`src/rtl/pipe_hazard_ctrl_pkg.sv`:
```
// Shared CPU package: hazard-controller FSM state encoding and default data-memory wait limit.
package pipe_hazard_ctrl_pkg;

    typedef enum logic {
        RUN      = 1'b0,
        MEM_WAIT = 1'b1
    } hz_state_e;

    localparam int WAIT_MAX_DEFAULT = 15;

endpackage

```
`src/rtl/pipe_hazard_ctrl_hazard_detect.sv`:
```
// Load-use comparator: a load in EX whose destination feeds either ID source register.
module hazard_detect
    import pipe_hazard_ctrl_pkg::*;
(
    input  logic [4:0] id_rs1,
    input  logic [4:0] id_rs2,
    input  logic [4:0] ex_rd,
    input  logic       ex_MemRead,
    output logic       load_use
);

    // x0 is hardwired zero, so a load targeting it never creates a dependency.
    assign load_use = ex_MemRead && (ex_rd != 5'd0) &&
                      ((ex_rd == id_rs1) || (ex_rd == id_rs2));

endmodule

```
`src/rtl/pipe_hazard_ctrl.sv`:
```
// Pipeline hazard controller: load-use bubbles, taken-branch flushes, data-memory wait stalls with timeout.
// Define PIPE_HAZARD_PERF_EN to add the stall_cnt performance counter port.
module pipe_hazard_ctrl
    import pipe_hazard_ctrl_pkg::*;
#(
    parameter int WAIT_MAX = WAIT_MAX_DEFAULT
) (
    input  logic        clk,
    input  logic        rst,
    input  logic [4:0]  id_rs1,
    input  logic [4:0]  id_rs2,
    input  logic [4:0]  ex_rd,
    input  logic        ex_MemRead,
    input  logic        ex_branch_taken,
    input  logic        me_MemRead,
    input  logic        me_MemWrite,
    input  logic        dm_ready,
    output logic        pc_stall,
    output logic        if_id_stall,
    output logic        id_ex_stall,
    output logic        ex_mem_stall,
    output logic        if_id_flush,
    output logic        id_ex_flush,
    output logic        mem_wb_flush,
    output logic        mem_req,
    output logic        mem_err
`ifdef PIPE_HAZARD_PERF_EN
    ,
    output logic [31:0] stall_cnt
`endif
);

    hz_state_e  state, state_nxt;
    logic [7:0] wait_cnt;
    logic       load_use;
    logic       access;

    hazard_detect u_hazard_detect (
        .id_rs1     (id_rs1),
        .id_rs2     (id_rs2),
        .ex_rd      (ex_rd),
        .ex_MemRead (ex_MemRead),
        .load_use   (load_use)
    );

    assign access = me_MemRead | me_MemWrite;

    // Outputs are forced low while rst is high so a reset mid-wait releases the pipe at once.
    always_comb begin
        state_nxt    = state;
        pc_stall     = 1'b0;
        if_id_stall  = 1'b0;
        id_ex_stall  = 1'b0;
        ex_mem_stall = 1'b0;
        if_id_flush  = 1'b0;
        id_ex_flush  = 1'b0;
        mem_wb_flush = 1'b0;
        mem_req      = 1'b0;
        if (!rst) begin
            case (state)
                RUN: begin
                    mem_req = access;
                    if (access && !dm_ready) begin
                        // Whole pipe freezes; EX hazards are re-evaluated once memory releases.
                        pc_stall     = 1'b1;
                        if_id_stall  = 1'b1;
                        id_ex_stall  = 1'b1;
                        ex_mem_stall = 1'b1;
                        mem_wb_flush = 1'b1;
                        state_nxt    = MEM_WAIT;
                    end else if (ex_branch_taken) begin
                        if_id_flush = 1'b1;
                        id_ex_flush = 1'b1;
                    end else if (load_use) begin
                        pc_stall    = 1'b1;
                        if_id_stall = 1'b1;
                        id_ex_flush = 1'b1;
                    end
                end
                MEM_WAIT: begin
                    mem_req = 1'b1;
                    // mem_err high here marks the timeout cycle.
                    if (dm_ready || mem_err) begin
                        state_nxt = RUN;
                    end else begin
                        pc_stall     = 1'b1;
                        if_id_stall  = 1'b1;
                        id_ex_stall  = 1'b1;
                        ex_mem_stall = 1'b1;
                        mem_wb_flush = 1'b1;
                    end
                end
                default: state_nxt = RUN;
            endcase
        end
    end

    // wait_cnt holds the number of completed MEM_WAIT cycles; mem_err is set one edge early
    // so the registered pulse lands on the WAIT_MAX-th wait cycle.
    always_ff @(posedge clk or posedge rst) begin
        if (rst) begin
            state    <= RUN;
            wait_cnt <= 8'd0;
            mem_err  <= 1'b0;
        end else begin
            state <= state_nxt;
            if (state == RUN) begin
                wait_cnt <= 8'd0;
                mem_err  <= (state_nxt == MEM_WAIT) && (WAIT_MAX == 1);
            end else if (state_nxt == MEM_WAIT) begin
                wait_cnt <= wait_cnt + 8'd1;
                mem_err  <= (wait_cnt == 8'(WAIT_MAX - 2));
            end else begin
                mem_err  <= 1'b0;
            end
        end
    end

`ifdef PIPE_HAZARD_PERF_EN
    always_ff @(posedge clk or posedge rst) begin
        if (rst)
            stall_cnt <= 32'd0;
        else if (pc_stall)
            stall_cnt <= stall_cnt + 32'd1;
    end
`endif

endmodule

```
`config.mk`:
```
export PLATFORM = sky130hd
export DESIGN_NAME = pipe_hazard_ctrl
export DESIGN_NICKNAME = d
export VERILOG_FILES = /design/src/rtl/pipe_hazard_ctrl_pkg.sv /design/src/rtl/pipe_hazard_ctrl_hazard_detect.sv /design/src/rtl/pipe_hazard_ctrl.sv
export SDC_FILE = /design/constraint.sdc
export NUM_CORES = 1
export LEC_CHECK = 0
export CAP_MARGIN = 25
export CORE_ASPECT_RATIO = 0.75
export CORE_MARGIN = 5
export CORE_UTILIZATION = 33
export CTS_CLUSTER_SIZE = 16
export DETAILED_ROUTE_END_ITERATION = 10
export GPL_TIMING_DRIVEN = 0
export HOLD_SLACK_MARGIN = 0.06
export SLEW_MARGIN = 20
export SYNTH_ARGS = -nofsm -noshare
export SYNTH_HDL_FRONTEND = slang
export SYNTH_SLANG_ARGS = --single-unit
```
`constraint.sdc`:
```
create_clock -name clk -period 2.7 [get_ports clk]
set_clock_uncertainty 0.05 [all_clocks]
set_input_delay 0.675 -clock clk [delete_from_list [all_inputs] [get_ports clk]]
set_output_delay 0.675 -clock clk [all_outputs]
set_load 0.02 [all_outputs]
```
==> run summary <==
status - finished, final reports clean
initial antenna violation count - 0
Required @ worst endpoint - 1980 ps
Seq/Total Area, Yosys - 0.326
CP top delay family - buffers and inverters
Slew Limit Fails - 0
worst relative slew slack - 0.726
Cell Int Power - 327 uW
Initial Util - 0.341
sw frac - 0.320
Die Y - 51.8 um
startpoint types - input pin
dominant cells by area after synthesis - dfrtp_1 (33%), xor2_1 (11%), buf_4 (3.9%)
largest net degree at the start of global routing - 11
FMAX - 380 MHz
DRC violations left - 0
gpl congestion - 0.767
core area - 2250 um2
CTS Root Cell - clkbuf_4
diodes inserted - 0
commonest cells after routing, fill and taps aside - dlygate4sd2_1 (11), xor2_1 (10), dfrtp_1 (10)
H-tree levels - 1
crit path cell chain - dlygate4sd2_1 > xor2_1 > nor3_2 > a22oi_2 > o32ai_2 > buf_4 > buf_6
crit path max fanout - 2
Reg clk slew, reported paths - 70 ps
number of global-route vias before repair - 712
post-synth top area share - 0.326
FF-to-FF Start - state$_DFF_PP0_
row cnt - 15
Initial DRT Pass Iterations - 4
DIE WIDTH - 65.7 um
Syn Area/Cell - 8.92 um2
crit path DAT - 1910 ps
R2R depth - 5
Layout Nets - 146
stages on the worst setup path - 7
Psw - 154 uW
critical path endpoint - pc_stall
I/O Buffers - 29
static leakage - 0.535 nW
maximum vdd drop - 0.000231 V
dpl ws - -808 ps
CTS tree - yes
hold-fix buffers at CTS - 0
cell area after synthesis - 767 um2
first-pass GRT wire length - 3510 um
Seq pwr share - 0.347
Worst Max-Slew Pin Slew - 411 ps
pwr/cell area - 420 nW/um2
WP buf/inv - 3
Setup crit start - id_rs2[3]
Tcrit/Tclk final - 0.974
drt total wl - 2070 um
combinational fraction of design power - 0.371
most common cell after layout, fill and taps aside - dlygate4sd2_1
Largest stage delay, worst path - 280 ps
clock share of power - 0.283
Worst Setup End Kind - output pin
r2r setup slk - 1180 ps
worst skew pair latency - 270 ps
Detail Placement HPWL - 1620 um
Post-Synthesis Cells - 86
warnings from Yosys - 0
Overall Global Routing Usage - 0.136
Hold Fails Final Rpt - 0
#FFs+latches synth - 10
number of max-cap violations - 0
reg2reg end - wait_cnt[5]$_DFFE_PP0P_
CTS Sinks - 10
crit path kind - input pin to output pin
total power - 480 uW
drt first-iter violations - 16
post-DR wirelength/cell - 14.2 um
layout cells sized above 1 - 0.273
DR vias/cell - 5.13
Layout Utilization - 0.508
cell taking the most area after synthesis - dfrtp_1
Clock Path Buffers - 2
RSZ-0062 raised after global routing - true
worst hold path type - input pin to asynchronous set/reset pin
Synthesized Nets - 110
Finish-stage setup viols - 0
Post-DRT Antenna Nets - 0
gr ovfl total - 0
post-route setup slack - 69.6 ps
Netlist cell types - 29
die area - 3400 um2
Inserted Clock Buffers - 3
synth-to-layout area growth - 49.1%
Crit-path slowest cell - o32ai_2
detailed-route via count - 749
minimum clock period - 2630 ps
Ports - 31
## power by group through the flow
stage,logic (mW),clock network (mW),registers [mW]
floorplan,0.110,0,0.168
global placement,0.181,0,0.169
detailed placement,0.183,0,0.169
CTS,0.179,0.143,0.166
global route,0.196,0.153,0.168
finish,0.178,0.136,0.166
## synth_stat cells
master / n
nand3_1: 3
xor2_1: 10
a22oi_2: 1
xnor2_1: 1
nor3_1: 5
nand2_1: 3
a21oi_1: 5
dfrtp_1: 10
a22oi_1: 1
o21ai_0: 5
or4_1: 3
buf_6: 2
mux2i_1: 2
o21ba_4: 1
or3_1: 3
or4b_2: 1
o32ai_1: 1
nor2_1: 8
or2b_1: 1
o31ai_1: 2
inv_1: 5
ha_1: 2
nand4_1: 1
or4_2: 1
and3b_2: 1
a211oi_1: 1
buf_4: 4
o21bai_1: 2
nor2_2: 1
## flip-flops by register name, summed over array words and instances, names as in the netlist
name / cells
mem_err: 1
wait_cnt: 8
state: 1
## final cells by class
class / instances / area [um2]
timing repair buffer: 31 / 269
multi-input combinational: 65 / 485
fill: 206 / 1110
inverter: 5 / 18.8
clock buffer: 4 / 36.3
buffer: 6 / 52.6
tap: 25 / 31.3
sequential: 10 / 250
## worst register-to-register path, delay by kind of cell, from the launching register on
family / cells / cell delay [ps]
AND/OR/NAND/NOR: 2 / 630
AO/OA/AOI/OAI: 2 / 260
buffers and inverters: 1 / 130
flip-flops: 1 / 370
## worst min-delay path by stage
stage / from / end / slack (ps) / depth (start not counted)
after CTS: rst / wait_cnt[6]$_DFFE_PP0P_ / 390 / 2
after floorplan: wait_cnt[7]$_DFFE_PP0P_ / mem_err$_DFF_PP0_ / 450 / 2
after global routing: rst / wait_cnt[6]$_DFFE_PP0P_ / 420 / 2
after global placement: wait_cnt[6]$_DFFE_PP0P_ / wait_cnt[6]$_DFFE_PP0P_ / 490 / 2
after detailed placement: wait_cnt[7]$_DFFE_PP0P_ / mem_err$_DFF_PP0_ / 500 / 2
final: rst / wait_cnt[6]$_DFFE_PP0P_ / 400 / 2
## layer usage
metal,GRT usage,part of all wire,up-vias
met3,0.0475,0.081,2
li1,-,-,375
met1,0.194,0.49,347
met2,0.198,0.42,25
met4,0.0207,0.0034,0
met5,0,0,-
## what timing repair did
| action | CTS | global route |
|---|---|---|
| setup buffers | 2 | 0 |
| hold endpoints to repair | 0 | 0 |
| endpoints found under the setup margin | 7 | 4 |
| pin swaps | 10 | 8 |
| gates resized for setup | 52 | 11 |
## metrics by stage
step	area, um2	hold WS [ps]	setup TNS (ps)	std cells
after floorplan	774	454	0	86
after global placement	1100	494	-3720	140
after detailed placement	1100	503	-3760	140
after CTS	1140	393	0	146
after global routing	1140	416	-5.52	146
final	1140	396	0	146
## cells by family (layout without fill, tap and decap cells)
kind of cell,Yosys count,count (layout),synth area share
xor+xnor,11,11,0.126
simple gates,31,31,0.223
buf+inv,11,46,0.0930
mux,2,2,0.0261
flops,10,10,0.326
fa+ha+maj,2,2,0.0326
compound gates,19,19,0.173
(Power assumes the default switching activity.)
